===== src/rtl/mem_vec_store_seq.sv =====
// Memory-stage sequencer: serialises a masked 4-lane vector store onto one 32-bit port and stalls upstream.
// Optional store-beat counter output store_cnt enabled by defining VEC_STORE_CNT_EN.
module mem_vec_store_seq #(
    parameter int unsigned ADDR_W = 8,
    parameter logic [ADDR_W-1:0] BASE_ADDR = '0
) (
    input  logic              clk,
    input  logic              reset,
    input  logic              regWrite_in,
    input  logic              memWrite_in,
    input  logic              updateCnt_in,
    input  logic              select_in,
    input  logic [3:0]        rd_in,
    input  logic [3:0]        resCompare_in,
    input  logic [31:0]       aluRes0_in,
    input  logic [31:0]       aluRes1_in,
    input  logic [31:0]       aluRes2_in,
    input  logic [31:0]       aluRes3_in,
    input  logic              mem_ready,
    output logic              mem_we,
    output logic [ADDR_W-1:0] mem_addr,
    output logic [31:0]       mem_wdata,
    output logic              stop,
    output logic              regWrite_out,
    output logic [3:0]        rd_out,
    output logic [31:0]       aluRes0_out,
    output logic [31:0]       aluRes1_out,
    output logic [31:0]       aluRes2_out,
    output logic [31:0]       aluRes3_out,
`ifdef VEC_STORE_CNT_EN
    output logic [15:0]       store_cnt,
`endif
    output logic [ADDR_W-1:0] ptr_out
);

    localparam int unsigned LANES = 4;

    typedef enum logic {IDLE, BURST} state_t;

    state_t                       state, stateNext;
    logic [ADDR_W-1:0]            ptr;
    logic [ADDR_W-1:0]            base;
    logic [LANES-1:0]             mask, maskNext;
    logic [LANES-1:0][31:0]       laneData;
    logic [LANES-1:0]             acceptMask;
    logic                         storeGo;
    logic [1:0]                   laneIdx;

    assign ptr_out = ptr;

    // Next state, lane selection and memory-port drive (memory port depends on state only, plus reset abort)
    always_comb begin
        stateNext  = state;
        maskNext   = mask;
        acceptMask = select_in ? resCompare_in : 4'b1111;
        storeGo    = memWrite_in && (acceptMask != 4'b0000);
        mem_we     = 1'b0;
        mem_addr   = '0;
        mem_wdata  = '0;

        if (mask[0])      laneIdx = 2'd0;
        else if (mask[1]) laneIdx = 2'd1;
        else if (mask[2]) laneIdx = 2'd2;
        else              laneIdx = 2'd3;

        case (state)
            IDLE: begin
                if (storeGo) stateNext = BURST;
            end
            BURST: begin
                mem_we    = !reset;
                mem_addr  = base + ADDR_W'(laneIdx);
                mem_wdata = laneData[laneIdx];
                if (mem_ready) begin
                    maskNext = mask & ~(4'b0001 << laneIdx);
                    if (maskNext == 4'b0000) stateNext = IDLE;
                end
            end
            default: stateNext = IDLE;
        endcase
    end

    always_ff @(posedge clk) begin
        if (reset) begin
            state        <= IDLE;
            ptr          <= BASE_ADDR;
            base         <= '0;
            mask         <= '0;
            laneData     <= '0;
            stop         <= 1'b0;
            regWrite_out <= 1'b0;
            rd_out       <= '0;
            aluRes0_out  <= '0;
            aluRes1_out  <= '0;
            aluRes2_out  <= '0;
            aluRes3_out  <= '0;
        end else begin
            state <= stateNext;
            stop  <= (stateNext == BURST);
            if (state == IDLE) begin
                regWrite_out <= regWrite_in;
                rd_out       <= rd_in;
                aluRes0_out  <= aluRes0_in;
                aluRes1_out  <= aluRes1_in;
                aluRes2_out  <= aluRes2_in;
                aluRes3_out  <= aluRes3_in;
                // A store issued with the pointer bump uses the pre-increment pointer
                if (storeGo) begin
                    mask     <= acceptMask;
                    base     <= ptr;
                    laneData <= {aluRes3_in, aluRes2_in, aluRes1_in, aluRes0_in};
                end
                if (updateCnt_in) ptr <= ptr + ADDR_W'(4);
            end else begin
                regWrite_out <= 1'b0;
                mask         <= maskNext;
            end
        end
    end

`ifdef VEC_STORE_CNT_EN
    // Completed-beat counter, wraps naturally at 16 bits
    always_ff @(posedge clk) begin
        if (reset)                    store_cnt <= '0;
        else if (mem_we && mem_ready) store_cnt <= store_cnt + 16'd1;
    end
`endif

endmodule


===== config.mk =====
export PLATFORM = sky130hd
export DESIGN_NAME = mem_vec_store_seq
export DESIGN_NICKNAME = d
export VERILOG_FILES = /design/src/rtl/mem_vec_store_seq.sv
export SDC_FILE = /design/constraint.sdc
export NUM_CORES = 1
export LEC_CHECK = 0
export ABC_AREA = 1
export ABC_CLOCK_PERIOD_IN_PS = 2350
export CAP_MARGIN = 10
export CORE_MARGIN = 2
export CORE_UTILIZATION = 40
export CTS_BUF_LIST = sky130_fd_sc_hd__clkbuf_4 sky130_fd_sc_hd__clkbuf_8
export DETAILED_ROUTE_END_ITERATION = 16
export PLACE_DENSITY = 0.69
export SYNTH_ARGS = -nofsm -noshare
export SYNTH_HDL_FRONTEND = slang
export SYNTH_SLANG_ARGS = --single-unit

===== constraint.sdc =====
create_clock -name clk -period 2.35 [get_ports clk]
set_clock_uncertainty 0.1 [all_clocks]
set_input_delay 0.47 -clock clk [delete_from_list [all_inputs] [get_ports clk]]
set_output_delay 0.47 -clock clk [all_outputs]
set_load 0.03 [all_outputs]

==> flow_metrics.py, run 1 <==
metrics = {
    "floorplanning": {
        "initial_utilization": 0.409,
        "die_w_um": 170,
        "dieHeight_um": 170,
        "dieArea_mm2": 0.0291,
        "row_count": 60,
        "coreArea_mm2": 0.0271,
        "num_io_pins": 326,
    },
    "drt": {
        "drcViolationCount": 0,
        "viasPerCell": 4.95,
        "drtIter0Drc": 784,
        "wl_um": 38200,
        "vias": 11100,
        "dr.pass1.iters": 5,
        "wl_per_cell_um": 17.0,
        "antenna_left": 0,
    },
    "global_routing": {
        "grt.total_usage": 0.253,
        "grt_pass1_wl_um": 57800,
        "grt_overflow": 0,
        "grt_pass1_vias": 10700,
        "antenna_found_initial": 1,
        "grt_max_degree": 90,
    },
    "placed_design": {
        "placed_cells": 2157,
        "dpl.hpwl_um": 26500,
        "portBuffers": 323,
        "gp_congestion": 0.818,
    },
    "worst_setup_path": {
        "worstPathArrival_ns": 2.06,
        "crit_type": "flop to output pin",
        "critPathMaxFanout": 17,
        "end_kind": "output pin",
        "cp-start-kind": "flop",
        "critPathRequiredTime_ns": 1.78,
    },
    "run_status": {
        "violations": "negative setup slack",
        "status": "finished, violations left",
    },
    "power": {
        "powerDensity_mw_per_mm2": 788,
        "irDropWorstVdd_mv": 0.582,
        "p_leak_nw": 7.18,
    },
    "synthesis": {
        "synthDominantCellAreaShare": 0.502,
        "netlist_area_mm2": 0.0111,
        "synth_seq_cells": 278,
        "synth_area_leaders": "dfxtp_1, nand2_1, nor2_1",
        "synth_cell_type_count": 28,
        "syn_inst": 1544,
        "yosys_warnings": 0,
        "synthArstFlopShare": 0,
        "ys.flop_type": "dfxtp_1",
        "synth-seq-area-share": 0.502,
        "synth.largest_area_cell": "dfxtp_1",
        "synth_edf_count": 0,
        "postSynthAreaPerCell_um2": 7.18,
    },
    "min_path": {
        "hold_path.class": "flop to flop",
    },
    "timing": {
        "hold_viol": 0,
        "finalCritPeriodShare": 1.12,
        "slew_violations": 0,
        "finalCriticalPeriod_ns": 2.63,
        "holdWs_ns": 0.343,
        "finalSetupViolCount": 32,
        "layout_setup_ws_ns": -0.275,
        "slew-limit-headroom": 0.649,
        "fin_tns_setup_ns": -6.93,
        "max_freq_mhz": 381,
        "rsz0062_at_grt": "yes",
        "timing_worst_slew_pin_value_ns": 0.527,
    },
    "final_layout": {
        "utilization": 0.601,
        "area_growth_pct": 47.0,
        "stdcell_count": 2248,
        "final_nets": 1993,
        "layout-drive-gt1-share": 0.139,
    },
    "clocking": {
        "root_buffer": "clkbuf_8",
        "htreeDepth": 2,
        "cts_buffer_depth": 3,
        "cts_buffers": 48,
        "cts_sinks": 278,
        "clk_pin_slew_worst_paths_ns": 0.05,
        "cts_tree": "yes",
        "clk_latency_ns": 0.56,
    },
    "flow_run": {
        "max_cap_viol_count": 0,
    },
}
-- kinds of logic after synthesis --
logic type / synth area share
AND/OR/NAND/NOR: 0.324
other: 0.000338
buffers and inverters: 0.0759
flip-flops: 0.502
AO/OA/AOI/OAI: 0.0949
XOR/XNOR: 0.00158
adder cells (fa/ha/maj): 0.00113
-- routing by layer --
layer / routed length (um) / up-vias / track usage
met3: 2520 / 66 / 0.0519
li1: - / 5521 / -
met4: 1320 / 0 / 0.100
met5: 0 / - / 0
met2: 17900 / 362 / 0.418
met1: 16500 / 5172 / 0.325
-- critical path, stage by stage (launching register included) --
cell	delay, ns
dfxtp_4	0.36
nor2_4	0.13
buf_4	0.16
buf_12	0.15
nand3_1	0.17
nand2_1	0.13
inv_1	0.07
a21oi_4	0.17
buf_12	0.14
-- power by group --
| part | switching [mW] | internal, mW | total (mW) |
|---|---|---|---|
| Combinational | 1.84 | 1.27 | 3.11 |
| Sequential | 0.245 | 5.14 | 5.38 |
| Clock | 1.89 | 2.45 | 4.34 |
| Total | 3.98 | 8.86 | 12.8 |
-- sequential cells by signal, summed over array words and instances, names as in the netlist, 4 cells and up --
signal	cells
aluRes2_out	32
aluRes1_out	32
mask	4
aluRes3_out	32
rd_out	4
ptr_out	6
aluRes0_out	32
laneData	128
base	6
-- cells in the final DEF (no fill, tap or decap), types with 14 or more instances in the layout --
cell type and count:
a21oi_2 20, buf_12 43, buf_4 29, clkbuf_4 16, clkbuf_8 58, clkdlybuf4s50_1 281
dfxtp_1 275, inv_1 30, inv_2 18, nand2_1 324, nand2_2 15, nand2_4 14
nand3_1 171, nor2_1 344, o21ai_0 127, o21ai_1 43
-- cells in the mapped netlist, types with 2 or more instances --
cell and instances:
nand2_1 352, nor2_1 350, dfxtp_1 278, nand3_1 174, o21ai_0 141, buf_2 52
inv_1 46, a21oi_1 37, o21ai_1 29, clkbuf_1 27, buf_4 15, buf_6 12
buf_1 9, inv_2 5, nor2_4 3, nor2_2 2
-- final timing paths --
check	to	slack [ns]	cells past startpoint	startpoint
setup / recovery	mem_wdata[15]	-0.28	8	mask[0]
hold / removal	aluRes2_out[28]	0.34	2	aluRes2_out[28]
setup reg to reg	ptr_out[7]	0.15	8	state
hold reg to reg	aluRes2_out[28]	0.34	2	aluRes2_out[28]
-- final cells by class --
type                            instances  area, um2
Clock inverter                          2       15.0
Sequential cell                       278       5570
Inverter                               52        213
Tap cell                              372        465
Clock buffer                           74        918
Timing Repair Buffer                  369       4090
Multi-Input combinational cell       1100       5020
Antenna cell                            1       2.50
Fill cell                            2420      10800
-- stage by stage --
step                      instance area (um2)  power (mW)  worst slack (ns)
after detailed placement                14800        8.32             0.135
final                                   16300        12.8            -0.275
after global routing                    16300        13.4            -0.358
after CTS                               16100        12.8            -0.339
after global placement                  14800        8.29             0.140
after floorplan                         11100        7.03             0.146
-- what timing repair did --
item                                    4_1_cts  5_1_grt
gates resized for setup                      79       69
setup buffers                                 7        3
hold buffers                                  0        0
endpoints found under the setup margin       41       39
pin swaps                                    12       21
gates cloned                                  2        3
No activity file was read; power rests on OpenSTA's default activity.
==> run 2, diff against run 1 <==
--- a/config.mk
+++ b/config.mk
@@ -9,10 +9,10 @@
 export ABC_CLOCK_PERIOD_IN_PS = 2350
 export CAP_MARGIN = 10
 export CORE_MARGIN = 2
-export CORE_UTILIZATION = 40
+export CORE_UTILIZATION = 53
 export CTS_BUF_LIST = sky130_fd_sc_hd__clkbuf_4 sky130_fd_sc_hd__clkbuf_8
 export DETAILED_ROUTE_END_ITERATION = 16
-export PLACE_DENSITY = 0.69
+export PLACE_DENSITY = 0.88
 export SYNTH_ARGS = -nofsm -noshare
 export SYNTH_HDL_FRONTEND = slang
 export SYNTH_SLANG_ARGS = --single-unit
==> run 2 against run 1 <==
Against the previous run: the flow still finishes with violations (negative setup slack); global-route usage increased by 7.4 points; core utilization increased by 20 points; clock power increased by 3%; sequential power about the same; first-iteration DRC count increased by 32%; hold slack improved by 0.0026 ns; cell count decreased by 4.7%; register-to-register slack improved by 0.42 ns; count of clock-buffer cells in the layout unchanged; non-clock buffer count decreased by 8; largest cell class unchanged; highest routed layer unchanged.
==> flow_metrics.py, run 2 (synthesized netlist as in run 1, its figures left out) <==
metrics = {
    "global_routing": {
        "grt_pass1_vias": 10800,
        "grt_max_degree": 88,
        "grt_pass1_wl_um": 57500,
        "antenna_found_initial": 0,
        "grt_overflow": 0,
        "grt.total_usage": 0.328,
    },
    "floorplanning": {
        "initial_utilization": 0.544,
        "num_io_pins": 326,
        "dieHeight_um": 149,
        "die_w_um": 149,
        "coreArea_mm2": 0.0204,
        "dieArea_mm2": 0.0221,
        "row_count": 52,
    },
    "clocking": {
        "htreeDepth": 2,
        "cts_buffers": 46,
        "cts_sinks": 278,
        "cts_tree": "yes",
        "root_buffer": "clkbuf_8",
        "clk_latency_ns": 0.55,
        "cts_buffer_depth": 3,
        "clk_pin_slew_worst_paths_ns": 0.06,
    },
    "placed_design": {
        "gp_congestion": 0.918,
        "dpl.hpwl_um": 25500,
        "placed_cells": 2048,
        "portBuffers": 323,
    },
    "timing": {
        "finalCriticalPeriod_ns": 2.62,
        "max_freq_mhz": 382,
        "slew_violations": 0,
        "holdWs_ns": 0.345,
        "layout_setup_ws_ns": -0.269,
        "finalCritPeriodShare": 1.11,
        "hold_viol": 0,
        "finalSetupViolCount": 32,
        "slew-limit-headroom": 0.641,
        "rsz0062_at_grt": "yes",
        "timing_worst_slew_pin_value_ns": 0.538,
    },
    "power": {
        "powerDensity_mw_per_mm2": 802,
        "irDropWorstVdd_mv": 0.514,
        "finalPower_mw": 13.0,
        "p_leak_nw": 7.17,
    },
    "drt": {
        "antenna_left": 0,
        "wl_per_cell_um": 17.9,
        "drtIter0Drc": 1034,
        "dr.pass1.iters": 5,
        "vias": 11700,
        "wl_um": 38400,
        "drcViolationCount": 0,
        "viasPerCell": 5.46,
    },
    "final_layout": {
        "area_growth_pct": 46.6,
        "num-fill-cells": 1373,
        "stdcell_count": 2143,
        "largest_reg_flops": 128,
        "layout_common_cells": "nor2_1, nand2_1, clkdlybuf4s50_1, dfxtp_1, nand3_1",
        "layout-drive-gt1-share": 0.152,
        "regMostFlops": "laneData",
        "final_nets": 1983,
        "antenna_cells": 0,
        "multiInputGateArea_mm2": 0.00507,
        "ff_latch_area_mm2": 0.00557,
        "final_common_cell": "nor2_1",
    },
    "worst_setup_path": {
        "critPathRequiredTime_ns": 1.78,
        "crit_type": "flop to output pin",
        "cp-start-kind": "flop",
        "critPathMaxFanout": 8,
        "worstPathArrival_ns": 2.05,
        "end_kind": "output pin",
    },
    "min_path": {
        "hold_path.class": "flop to flop",
    },
    "run_status": {
        "status": "finished, violations left",
        "violations": "negative setup slack",
    },
    "flow_run": {
        "max_cap_viol_count": 0,
    },
}
run 2: cell types whose count changed in the layout (fill, tap and decap cells not counted), moves of 5 or more:
cell / change
nand2_4: -5
o21ai_1: -5
buf_4: -17
inv_2: +6
buf_12: -5
o21ai_2: +7
buf_6: +13
dlygate4sd2_1: +5
clkbuf_2: -6
nand2_2: +25
nor2_1: +5
nand2_1: -20
inv_1: -5
run 2: worst max-delay path: stages (launching register included):
cell and delay (ns):
dfxtp_4 0.36, nor2_4 0.16, inv_2 0.07, nor2_4 0.10, buf_12 0.15, buf_16 0.15, nand2_2 0.06, nand2_2 0.07
inv_1 0.06, a21oi_2 0.15, buf_6 0.16
run 2: final timing paths:
check	slack, ns	cells after the start	startpoint	end
setup / recovery	-0.27	10	mask[0]	mem_wdata[8]
setup reg to reg	0.57	8	state	ptr_out[7]
hold / removal	0.35	2	aluRes2_out[10]	aluRes2_out[10]
hold reg to reg	0.35	2	aluRes2_out[10]	aluRes2_out[10]
run 2: layout make-up:
type | count | share of cell area
inverter | 52 | 0.0126
clock buffer | 74 | 0.0577
timing repair buffer | 361 | 0.251
sequential | 278 | 0.343
multi-input combinational | 1100 | 0.312
clock inverter | 8 | 0.00316
tap | 270 | 0.0208
run 2: through the flow:
stage / area (um2) / setup slack [ns] / TNS (ns) / util
final: 16300 / -0.269 / -7.43 / 0.798
after global routing: 16300 / -0.325 / -9.32 / 0.798
after CTS: 16000 / -0.246 / -7.34 / 0.786
after detailed placement: 14600 / 0.179 / 0 / 0.715
after global placement: 14600 / 0.203 / 0 / 0.715
after floorplan: 11100 / 0.146 / 0 / -
run 2: repair_timing:
item | in CTS | in global routing
buffers inserted | 6 | 2
pin swaps | 20 | 33
resized for setup | 109 | 74
gates cloned | 4 | 2
setup endpoints to repair | 41 | 35
hold buffers | 0 | 0
run 2: report_power, final:
group          leakage, nW  total [mW]  switching [mW]  internal, mW
clock network        0.519        4.47            1.94          2.53
logic                 4.35        3.16            1.87          1.29
registers             2.31        5.40           0.268          5.14
total                 7.17        13.0            4.08          8.95
run 2: metal layers:
metal  up-vias  part of all wire  global-route usage
met1      5420              0.38               0.404
met3       126             0.088              0.0653
met2       640              0.48               0.559
met5         -                 0                   0
li1       5519                 -                   -
met4         0             0.049               0.142
==> RTL edit (config.mk and constraints of run 1) <==
Set the parameter `ADDR_W` to 9 (it was 8).
--- a/src/rtl/mem_vec_store_seq.sv
+++ b/src/rtl/mem_vec_store_seq.sv
@@ -3,3 +3,3 @@
 module mem_vec_store_seq #(
-    parameter int unsigned ADDR_W = 8,
+    parameter int unsigned ADDR_W = 9,
     parameter logic [ADDR_W-1:0] BASE_ADDR = '0
Ports: changed (resized mem_addr and ptr_out); port bits go from 326 to 328. The function was not compared with the original's and may differ.
==> RTL edit against run 1 <==
The flow still finishes with violations (negative setup slack); largest cell class unchanged; critical path depth down 1; sequential cell count rose by 2; area after synthesis is 5.2% higher; core utilization rose by 0.62 points; critical path type unchanged; first-iteration DRC count is 10% higher; worst setup slack lost 0.015 ns; cell area increased by 7.0%; routed wire length grew 9.8%; total power is 6.7% higher.
==> RTL edit: results (changes against run 1) <==
metric	value	unit	change
Worst Hold Launch	reset		was aluRes2_out[28]
number of flip-flops in the largest register	128		unchanged
count of H-tree levels built during CTS	2		unchanged
worst-case vdd ir drop	0.000886	V	was 0.000582 V
maximum root-to-sink buffer count	3		unchanged
start point of the critical path	mask[0]		unchanged
largest net degree at the start of global routing	94		was 90
fraction of synthesis flops using an asynchronous set or reset pin	0		unchanged
category of cells accounting for the largest share of critical-path delay	buffers and inverters		unchanged
post-placement cell count	2196		was 2157
final-layout fill cell count	2506		was 2420
sequential fraction of the synthesis area	0.481		was 0.502
first-pass detailed-route iteration total	7		was 5
clock latency on the worst-skew pair	0.56	ns	about the same
net count reported at finish	2028		was 1993
count of inserted antenna diode cells	0		was 1
Least-Margin Pin Slew	0.610	ns	was 0.527 ns
leakage power of the design	0.00728	uW	was 0.00718 uW
via count	11926		was 11121
total of max-cap violations	0		unchanged
count of input and output buffers	325		was 323
data arrival time of the critical path	2.07	ns	
Routed WL per cell	18.2	um	was 17.0 um
antenna violations before repair	0		was 1
count of different cell masters after synthesis	30		was 28
register with the most flip-flops	laneData		unchanged
total half-perimeter wirelength after legalization and detailed placement	27900	um	was 26500 um
violation count after the first detailed-routing iteration	865		was 784
Reg2Reg Launch Point	state		unchanged
GRT Util Overall	0.264		was 0.253
worst hold path type	in -> reg		was reg -> reg
largest stage delay on the critical path	0.36	ns	about the same
slowest stage cell on the critical path	sky130_fd_sc_hd__dfxtp_4		unchanged
Clock Pin Slew Worst Setup and Hold Paths	0.07	ns	was 0.05 ns
Syn Area/Cell	7.43	um2	was 7.18 um2
layout cells sized above 1	0.187		was 0.139
worst slack at placement	0.114	ns	was 0.135 ns
worst path setup slack after routing	-0.290	ns	was -0.275 ns
first-pass GRT wire length	64100	um	was 57800 um
maximum fanout encountered on the critical timing path	26		was 17
CTS Root Cell	sky130_fd_sc_hd__clkbuf_8		unchanged
failing checks	negative setup slack		unchanged
count of warnings emitted by yosys	0		unchanged
Fin Setup TNS	-7.39	ns	was -6.93 ns
total detailed-routing wirelength	41900	um	was 38200 um
outcome	finished, violations left		unchanged
RePlAce Congestion	0.874		was 0.818
TritonCTS buffer count	48		unchanged
number of failing setup endpoints in the final timing report	32		unchanged
via count of the first global-routing pass	11443		was 10746
top cells by count, synth	sky130_fd_sc_hd__nand2_1 (492), sky130_fd_sc_hd__dfxtp_1 (280), sky130_fd_sc_hd__nand3_1 (269)		was sky130_fd_sc_hd__nand2_1 (352), sky130_fd_sc_hd__nor2_1 (350), sky130_fd_sc_hd__dfxtp_1 (278)
largest cells by area after synthesis	sky130_fd_sc_hd__dfxtp_1 (48%), sky130_fd_sc_hd__nand2_1 (16%), sky130_fd_sc_hd__nand3_1 (12%)		was sky130_fd_sc_hd__dfxtp_1 (50%), sky130_fd_sc_hd__nand2_1 (12%), sky130_fd_sc_hd__nor2_1 (12%)
[RTL edit: per-layer routing]
| layer | track usage | routed length [um] |
|---|---|---|
| met1 | 0.346 | 17500 |
| met5 | 0 | 0 |
| met2 | 0.435 | 19800 |
| met4 | 0.0823 | 1210 |
| met3 | 0.0587 | 3390 |
[RTL edit: kinds of logic after synthesis]
family,count (synthesis),synth area share
AND/OR/NAND/NOR,893,0.340
flip-flops,280,0.481
AO/OA/AOI/OAI,213,0.0994
buffers and inverters,181,0.0780
XOR/XNOR,1,0.000751
adder cells (fa/ha/maj),1,0.00107
other,1,0.000322
[RTL edit: area by class of cell]
type | count | area, um2 | share of cell area
Sequential cell | 280 | 5620 | 0.322
Inverter | 50 | 200 | 0.0115
Timing Repair Buffer | 394 | 4460 | 0.256
Tap cell | 384 | 480 | 0.0276
Clock buffer | 71 | 915 | 0.0525
Clock inverter | 14 | 199 | 0.0114
Multi-Input combinational cell | 1110 | 5560 | 0.319
[RTL edit: timing repair]
action	CTS	global route
setup buffers	14	3
gates cloned	6	0
pin swaps	33	31
resized for setup	110	60
endpoints found under the setup margin	43	38
[RTL edit: stage by stage]
stage / utilization / instance area (um2)
after global placement: 0.542 / 15500
after global routing: 0.607 / 17400
after floorplan: - / 11700
after CTS: 0.600 / 17200
final: 0.607 / 17400
after detailed placement: 0.542 / 15500
[RTL edit: final timing paths]
| kind | cells past startpoint | endpoint | slack, ns |
|---|---|---|---|
| hold reg to reg | 2 | aluRes3_out[1] | 0.34 |
| setup reg to reg | 7 | laneData[102] | 0.41 |
| hold / removal | 2 | laneData[76] | 0.15 |
| setup / recovery | 7 | mem_wdata[21] | -0.29 |
[RTL edit: power by group]
| part | total, uW | switching [uW] | internal (uW) | leakage [uW] |
|---|---|---|---|---|
| Clock | 5070 | 2030 | 3040 | 0.000591 |
| Combinational | 3290 | 1900 | 1390 | 0.00438 |
| Sequential | 5330 | 219 | 5110 | 0.00231 |
